<file path="config.mk">
export PLATFORM = sky130hd
export DESIGN_NAME = mixer_egress_flat
export DESIGN_NICKNAME = d
export VERILOG_FILES = /design/src/rtl/mixer_egress_if.sv /design/src/rtl/mixer_egress.sv /design/src/flat_wrapper.sv
export SDC_FILE = /design/constraint.sdc
export NUM_CORES = 1
export LEC_CHECK = 0
export CAP_MARGIN = 20
export CORE_MARGIN = 5
export CORE_UTILIZATION = 50
export DETAILED_ROUTE_END_ITERATION = 6
export PLACE_DENSITY = 0.77
export SYNTH_ARGS = -nofsm -noshare
export SYNTH_HDL_FRONTEND = slang
export SYNTH_SLANG_ARGS = --single-unit
export TNS_END_PERCENT = 10
</file>
<file path="constraint.sdc">
create_clock -name clk -period 5.02 [get_ports clk]
set_input_delay 1.004 -clock clk [delete_from_list [all_inputs] [get_ports clk]]
set_output_delay 1.004 -clock clk [all_outputs]
set_load 0.005 [all_outputs]
</file>
<file path="src/rtl/mixer_egress_if.sv">
// Mixer-core frame bus and DAC sample stream, bundled for the egress stage.
interface mixer_egress_if #(
    parameter int AUDIO_WIDTH_P   = 24,
    parameter int DAC_WIDTH_P     = 24,
    parameter int NR_OF_OUTPUTS_P = 2
);
    logic [NR_OF_OUTPUTS_P-1:0][AUDIO_WIDTH_P-1:0] mix_data;
    logic                                          mix_valid;
    logic                                          mix_ready;
    logic                                          mix_clip;
    logic [DAC_WIDTH_P-1:0]                        dac_data;
    logic                                          dac_valid;
    logic                                          dac_ready;
    logic                                          dac_last;

    // Egress stage: accepts frames from the mixer core and drives the DAC stream
    modport master (
        input  mix_data, mix_valid, mix_clip, dac_ready,
        output mix_ready, dac_data, dac_valid, dac_last
    );

    // Surroundings: mixer core supplies frames, DAC sink supplies ready
    modport slave (
        output mix_data, mix_valid, mix_clip, dac_ready,
        input  mix_ready, dac_data, dac_valid, dac_last
    );
endinterface

</file>
<file path="src/rtl/mixer_egress.sv">
// Egress stage between mixer core and DAC: captures one multi-lane frame,
// serialises it lane by lane with last on the final lane, converts sample
// width, tracks per-lane peaks, counts dropped frames and drives a clip LED.
module mixer_egress #(
    parameter int AUDIO_WIDTH_P      = 24,
    parameter int DAC_WIDTH_P        = 24,
    parameter int NR_OF_OUTPUTS_P    = 2,
    parameter int CLIP_HOLD_CYCLES_P = 625000000,
    parameter int BLINK_BIT_P        = 25,
    parameter int OVERRUN_WIDTH_P    = 16
) (
    input  logic                                          clk,
    input  logic                                          rst_n,
    mixer_egress_if.master                                bus,
    input  logic                                          cmd_clear_status,
    output logic [NR_OF_OUTPUTS_P-1:0][AUDIO_WIDTH_P-1:0] sr_peak_max,
    output logic [NR_OF_OUTPUTS_P-1:0][AUDIO_WIDTH_P-1:0] sr_peak_min,
    output logic                                          sr_overrun,
    output logic [OVERRUN_WIDTH_P-1:0]                    sr_overrun_count,
    output logic                                          clip_led
);

    localparam int IDX_W = (NR_OF_OUTPUTS_P > 1) ? $clog2(NR_OF_OUTPUTS_P) : 1;
    localparam int CNT_W = $clog2(CLIP_HOLD_CYCLES_P);

    localparam logic [0:0] ST_IDLE = 1'b0;
    localparam logic [0:0] ST_SEND = 1'b1;

    localparam logic [IDX_W-1:0]         LAST_IDX      = IDX_W'(NR_OF_OUTPUTS_P - 1);
    localparam logic [CNT_W-1:0]         HOLD_LOAD     = CNT_W'(CLIP_HOLD_CYCLES_P - 1);
    localparam logic [AUDIO_WIDTH_P-1:0] PEAK_MAX_INIT = {1'b1, {(AUDIO_WIDTH_P-1){1'b0}}};
    localparam logic [AUDIO_WIDTH_P-1:0] PEAK_MIN_INIT = {1'b0, {(AUDIO_WIDTH_P-1){1'b1}}};
    localparam logic [OVERRUN_WIDTH_P-1:0] OVR_SAT     = {OVERRUN_WIDTH_P{1'b1}};

    logic [0:0]                                    state;
    logic [NR_OF_OUTPUTS_P-1:0][AUDIO_WIDTH_P-1:0] frame_buf;
    logic [IDX_W-1:0]                              idx;
    logic [IDX_W-1:0]                              idx_next;
    logic [AUDIO_WIDTH_P-1:0]                      send_sample;
    logic [AUDIO_WIDTH_P-1:0]                      next_sample;
    logic [DAC_WIDTH_P-1:0]                        next_word;
    logic                                          capture;
    logic                                          drop;
    logic [CNT_W-1:0]                              hold_cnt;
    logic [CNT_W-1:0]                              hold_next;

    assign capture  = (state == ST_IDLE) && bus.mix_valid;
    assign drop     = (state == ST_SEND) && bus.mix_valid;
    assign idx_next = idx + 1'b1;

    // The lane following the one currently on the stream; a single-lane
    // frame never advances, so it just points at lane 0.
    if (NR_OF_OUTPUTS_P == 1) begin : g_single_lane
        assign send_sample = frame_buf[0];
    end else begin : g_multi_lane
        assign send_sample = frame_buf[idx_next];
    end

    // Lane 0 goes straight from the mixer input so it leaves on the capture edge.
    assign next_sample = (state == ST_IDLE) ? bus.mix_data[0] : send_sample;

    // Width conversion: left-justify when widening, keep the top bits
    // (arithmetic shift, rounds toward negative infinity) when narrowing.
    if (DAC_WIDTH_P == AUDIO_WIDTH_P) begin : g_conv_pass
        assign next_word = next_sample;
    end else if (DAC_WIDTH_P > AUDIO_WIDTH_P) begin : g_conv_widen
        assign next_word = {next_sample, {(DAC_WIDTH_P-AUDIO_WIDTH_P){1'b0}}};
    end else begin : g_conv_narrow
        logic [AUDIO_WIDTH_P-DAC_WIDTH_P-1:0] unused_lsbs;
        assign unused_lsbs = next_sample[AUDIO_WIDTH_P-DAC_WIDTH_P-1:0];
        assign next_word   = next_sample[AUDIO_WIDTH_P-1 -: DAC_WIDTH_P];
    end

    // Frame capture and lane-by-lane serialisation onto the DAC stream.
    always_ff @(posedge clk or negedge rst_n) begin
        if (!rst_n) begin
            state         <= ST_IDLE;
            bus.mix_ready <= 1'b1;
            bus.dac_valid <= 1'b0;
            bus.dac_last  <= 1'b0;
            bus.dac_data  <= '0;
            idx           <= '0;
            frame_buf     <= '0;
        end else if (state == ST_IDLE) begin
            if (bus.mix_valid) begin
                frame_buf     <= bus.mix_data;
                bus.dac_data  <= next_word;
                bus.dac_valid <= 1'b1;
                bus.dac_last  <= (NR_OF_OUTPUTS_P == 1);
                idx           <= '0;
                state         <= ST_SEND;
                bus.mix_ready <= 1'b0;
            end
        end else begin
            if (bus.dac_valid && bus.dac_ready) begin
                if (bus.dac_last) begin
                    bus.dac_valid <= 1'b0;
                    bus.dac_last  <= 1'b0;
                    idx           <= '0;
                    state         <= ST_IDLE;
                    bus.mix_ready <= 1'b1;
                end else begin
                    idx          <= idx_next;
                    bus.dac_data <= next_word;
                    bus.dac_last <= (idx_next == LAST_IDX);
                end
            end
        end
    end

    // Status: peaks from captured frames, dropped-frame tracking; clear wins.
    always_ff @(posedge clk or negedge rst_n) begin
        if (!rst_n) begin
            sr_peak_max      <= {NR_OF_OUTPUTS_P{PEAK_MAX_INIT}};
            sr_peak_min      <= {NR_OF_OUTPUTS_P{PEAK_MIN_INIT}};
            sr_overrun       <= 1'b0;
            sr_overrun_count <= '0;
        end else if (cmd_clear_status) begin
            sr_peak_max      <= {NR_OF_OUTPUTS_P{PEAK_MAX_INIT}};
            sr_peak_min      <= {NR_OF_OUTPUTS_P{PEAK_MIN_INIT}};
            sr_overrun       <= 1'b0;
            sr_overrun_count <= '0;
        end else begin
            if (capture) begin
                for (int i = 0; i < NR_OF_OUTPUTS_P; i++) begin
                    if ($signed(bus.mix_data[i]) > $signed(sr_peak_max[i])) begin
                        sr_peak_max[i] <= bus.mix_data[i];
                    end
                    if ($signed(bus.mix_data[i]) < $signed(sr_peak_min[i])) begin
                        sr_peak_min[i] <= bus.mix_data[i];
                    end
                end
            end
            if (drop) begin
                sr_overrun <= 1'b1;
                if (sr_overrun_count != OVR_SAT) begin
                    sr_overrun_count <= sr_overrun_count + 1'b1;
                end
            end
        end
    end

    // Next hold-counter value: a clip reloads the full window, else count down.
    always_comb begin
        hold_next = hold_cnt;
        if (bus.mix_clip) begin
            hold_next = HOLD_LOAD;
        end else if (hold_cnt != '0) begin
            hold_next = hold_cnt - 1'b1;
        end
    end

    // Hold counter and blinking LED, both registered from the same next value.
    always_ff @(posedge clk or negedge rst_n) begin
        if (!rst_n) begin
            hold_cnt <= '0;
            clip_led <= 1'b0;
        end else begin
            hold_cnt <= hold_next;
            clip_led <= (hold_next != '0) & hold_next[BLINK_BIT_P];
        end
    end

endmodule
</file>
<file path="src/flat_wrapper.sv">
// flat-port wrapper written by rule: the top's interface ports become plain ports
module mixer_egress_flat 
#(
    parameter int AUDIO_WIDTH_P      = 24,
    parameter int DAC_WIDTH_P        = 24,
    parameter int NR_OF_OUTPUTS_P    = 2,
    parameter int CLIP_HOLD_CYCLES_P = 625000000,
    parameter int BLINK_BIT_P        = 25,
    parameter int OVERRUN_WIDTH_P    = 16
)
  (clk, rst_n, cmd_clear_status, sr_peak_max, sr_peak_min, sr_overrun, sr_overrun_count, clip_led, bus_mix_data, bus_mix_valid, bus_mix_clip, bus_dac_ready, bus_mix_ready, bus_dac_data, bus_dac_valid, bus_dac_last);
  mixer_egress_if #(.AUDIO_WIDTH_P(AUDIO_WIDTH_P), .DAC_WIDTH_P(DAC_WIDTH_P), .NR_OF_OUTPUTS_P(NR_OF_OUTPUTS_P)) bus_i ();
  input  logic clk;
  input  logic rst_n;
  input  logic cmd_clear_status;
  output logic [NR_OF_OUTPUTS_P-1:0][AUDIO_WIDTH_P-1:0] sr_peak_max;
  output logic [NR_OF_OUTPUTS_P-1:0][AUDIO_WIDTH_P-1:0] sr_peak_min;
  output logic sr_overrun;
  output logic [OVERRUN_WIDTH_P-1:0] sr_overrun_count;
  output logic clip_led;
  input wire logic [$bits(bus_i.mix_data)-1:0] bus_mix_data;
  input wire logic [$bits(bus_i.mix_valid)-1:0] bus_mix_valid;
  input wire logic [$bits(bus_i.mix_clip)-1:0] bus_mix_clip;
  input wire logic [$bits(bus_i.dac_ready)-1:0] bus_dac_ready;
  output wire logic [$bits(bus_i.mix_ready)-1:0] bus_mix_ready;
  output wire logic [$bits(bus_i.dac_data)-1:0] bus_dac_data;
  output wire logic [$bits(bus_i.dac_valid)-1:0] bus_dac_valid;
  output wire logic [$bits(bus_i.dac_last)-1:0] bus_dac_last;
  assign bus_i.mix_data = bus_mix_data;
  assign bus_i.mix_valid = bus_mix_valid;
  assign bus_i.mix_clip = bus_mix_clip;
  assign bus_i.dac_ready = bus_dac_ready;
  assign bus_mix_ready = bus_i.mix_ready;
  assign bus_dac_data = bus_i.dac_data;
  assign bus_dac_valid = bus_i.dac_valid;
  assign bus_dac_last = bus_i.dac_last;
  mixer_egress #(.AUDIO_WIDTH_P(AUDIO_WIDTH_P), .DAC_WIDTH_P(DAC_WIDTH_P), .NR_OF_OUTPUTS_P(NR_OF_OUTPUTS_P), .CLIP_HOLD_CYCLES_P(CLIP_HOLD_CYCLES_P), .BLINK_BIT_P(BLINK_BIT_P), .OVERRUN_WIDTH_P(OVERRUN_WIDTH_P)) u_core (.clk(clk), .rst_n(rst_n), .bus(bus_i), .cmd_clear_status(cmd_clear_status), .sr_peak_max(sr_peak_max), .sr_peak_min(sr_peak_min), .sr_overrun(sr_overrun), .sr_overrun_count(sr_overrun_count), .clip_led(clip_led));
endmodule
</file>
==> impl_metrics.csv <==
group,metric,value,unit
clocking,cts_setup_buffers,0,
global_route,top_usage_layer,"met2",
worst_setup_path,reg2reg_depth,9,
pwr,peakVddDrop,0.230,mV
route,routed-via-count,9350,
worst_setup_path,crit_type,"in2reg",
finish,antenna_cells,0,
route,wirelength,29.6,mm
timing,setup_viol,0,
yosys,synth-adder-area-share,0.102,
worst_setup_path,worst-path-max-fanout,16,
timing,fin_skew,0.00625,ns
yosys,synth.net_count,1337,
timing,hold_slack,0.477,ns
placement,port_buffers,194,
finish,flow.area_growth_from_synthesis,26.7,%
route,first_iter_violations,595,
clocking,clk_pin_slew,0.06,ns
global_route,met3_usage,0.0401,
placement,gp_congestion,0.831,
yosys,syn_inst,1187,
finish,final_common_cell,"clkdlybuf4s50_1",
clocking,hold_buffers,0,
global_route,grt.met2_usage,0.335,
yosys,yosys_warnings,0,
yosys,ys_ff_latch,220,
yosys,synth_top_family_by_area,"compound AO/OA/AOI/OAI gates",
timing,fmax,272,MHz
clocking,cts_buffers,24,
worst_setup_path,crit_chain,"clkdlybuf4s50_1 > ha_1 > nand4_1 > nor4_1 > o31a_1 > nor4_1 > a311oi_2 > buf_4 > a22o_1",
job,max_cap_violations,0,
worst_setup_path,worstReg2RegStart,"u_core.sr_peak_max[23]",
global_route,grt_overflow,0,
clocking,clockBufferDepth,3,
floorplanning,dieArea,26600,um^2
yosys,synthArstFlopShare,1.00,
worst_setup_path,end_kind,"register",
timing,hold_viol_final,0,
worst_setup_path,crit_required,5.46,ns
floorplanning,die_h,163,um
yosys,synthXorXnorAreaFrac,0.0247,
pwr,power,0.00607,W
route,dr.pass1.iters,5,
timing,rsz0062_at_grt,"false",
placement,hpwl,21.8,mm
timing,fin_tns_setup,0,ns
floorplanning,chipWidth,163,um
clocking,cts-root-buf,"clkbuf_16",
yosys,synthMuxAreaShare,0.0248,
hold_path,hold_class,"reg2reg",
timing,layout_min_cycle_time,3.68,ns
timing,max_slew_margin,0.394,
worst_setup_path,r2r_slack,1.82,ns
timing,fin_crit_sh,0.733,
worst_setup_path,cpMostUsedCell,"nor4_1",
floorplanning,rows,56,
finish,final_nets,1519,
yosys,synth-seq-area-share,0.475,
worst_setup_path,crit_family,"compound AO/OA/AOI/OAI gates",
route,via_per_inst,5.48,
route,wl_per_cell,17.4,um
route,ant_nets,0,
clocking,cts_tree,"done",
timing,maxSlewViolCount,0,
global_route,grt_pass1_vias,9254,
global_route,grt_pass1_wl,48.0,mm
yosys,syn_area_per_cell,9.87,um^2
floorplanning,fp.coreArea,23300,um^2
placement,dp_cells,1661,
yosys,synth-compound-area-share,0.182,
yosys,syn_area,11700,um^2
yosys,yosys.area_share.simple,0.132,
global_route,groute.layer.met1.usage,0.326,
pwr,power_density,409,nW/um^2
clocking,htreeDepth,1,
global_route,grt_max_degree,125,
clocking,insertion_delay,0.51,ns
floorplanning,ios,195,
global_route,grt_usage,0.220,
finish,fin_cells,1706,
hold_path,hold_end,"u_core.frame_buf[7]",
clocking,cts_resized,0,
hold_path,hold_path_depth,1,
yosys,synth_edf_count,0,
global_route,antenna_found_initial,0,
finish,layout-drive-gt1-share,0.0887,
worst_setup_path,worst-path-buf-inv,2,
clocking,clock-sinks,220,
worst_setup_path,crit_arrival,4.12,ns
floorplanning,initial_core_util,0.504,
run_status,status,"finished, final reports clean",
yosys,synthDistinctLibCells,57,
yosys,ys.flop_type,"dfrtp_1",
worst_setup_path,critPathMaxStageDelay,0.60,ns
hold_path,min_from,"u_core.frame_buf[7]",
worst_setup_path,slowest_stage,"a311oi_2",
worst_setup_path,timing.rr.end,"u_core.sr_peak_max[15]",
pwr,leakagePower,7.04,nW
route,drc_errors,0,
worst_setup_path,cp-start-kind,"input pin",
finish,final_cell_mix,"clkdlybuf4s50_1, dfrtp_1, inv_1, nand2_1, ha_1",
timing,worst_pin_slew,0.910,ns
[metal layers]
layer	wire length, um	up-vias
li1	-	4548
met1	13900	4483
met2	12900	276
met3	2050	43
met4	712	0
met5	0	-
[layout make-up]
class / instances / area, um^2
Timing Repair Buffer: 212 / 2090
Tap cell: 319 / 399
Inverter: 124 / 465
Clock inverter: 8 / 65.1
Sequential cell: 220 / 5570
Fill cell: 1966 / 8420
Clock buffer: 36 / 747
Multi-Input combinational cell: 787 / 5510
[report_power, final]
group          internal, W  total (W)  switching (W)
combinational     0.000907    0.00180       0.000893
sequential         0.00221    0.00250       0.000291
clock              0.00108    0.00177       0.000696
total              0.00419    0.00607        0.00188
[through the flow]
| stage | area, um^2 | setup slack [ns] | utilization |
|---|---|---|---|
| floorplan | 11700 | 1.68 | - |
| global placement | 14000 | 0.901 | 0.602 |
| detailed placement | 14000 | 0.829 | 0.602 |
| CTS | 14800 | 1.35 | 0.637 |
| global route | 14800 | 1.20 | 0.638 |
| finish | 14800 | 1.34 | 0.638 |
[logic make-up after synthesis]
family	after synthesis
AOI/OAI and AO/OA	302
xor gates and xnor gates	33
adders and majority gates	96
buffers and inverters	180
DFF	220
muxes	29
and+or+nand+nor	327
[cell usage after synthesis, types with 29 or more instances]
cell / count / area, um^2
a21o_1: 36 / 270
a21oi_1: 39 / 195
a22o_1: 46 / 403
clkbuf_1: 43 / 161
dfrtp_1: 171 / 4280
dfstp_2: 49 / 1290
ha_1: 96 / 1200
inv_1: 124 / 465
mux2i_1: 29 / 290
nand2_1: 110 / 413
nor2_1: 85 / 319
o21ai_0: 91 / 455
[registers in the layout, summed over array words and instances (netlist names)]
name and flops:
u_core.state 1, u_core.sr_peak_max 48, u_core.sr_peak_min 48, u_core.sr_overrun 1
u_core.frame_buf 48, u_core.hold_cnt 30, u_core.bus.mix_ready 1, u_core.bus.dac_last 1
u_core.sr_overrun_count 16, u_core.clip_led 1, u_core.bus.dac_data 24, u_core.bus.dac_valid 1
[how the worst max path moves through the flow]
stage                                start                endpoint  slack, ns  depth (start not counted)
final                     bus_mix_data[23]  u_core.sr_peak_max[15]       1.34                          9
after global routing      bus_mix_data[23]  u_core.sr_peak_max[13]       1.20                          9
after CTS                 bus_mix_data[23]  u_core.sr_peak_max[15]       1.35                          9
after detailed placement  bus_mix_data[23]  u_core.sr_peak_max[10]       0.83                          9
after global placement    bus_mix_data[23]  u_core.sr_peak_max[10]       0.90                          9
after floorplan            bus_mix_data[5]  u_core.sr_peak_min[10]       1.68                          9
Note: power is estimated with default switching activity, not from simulation.
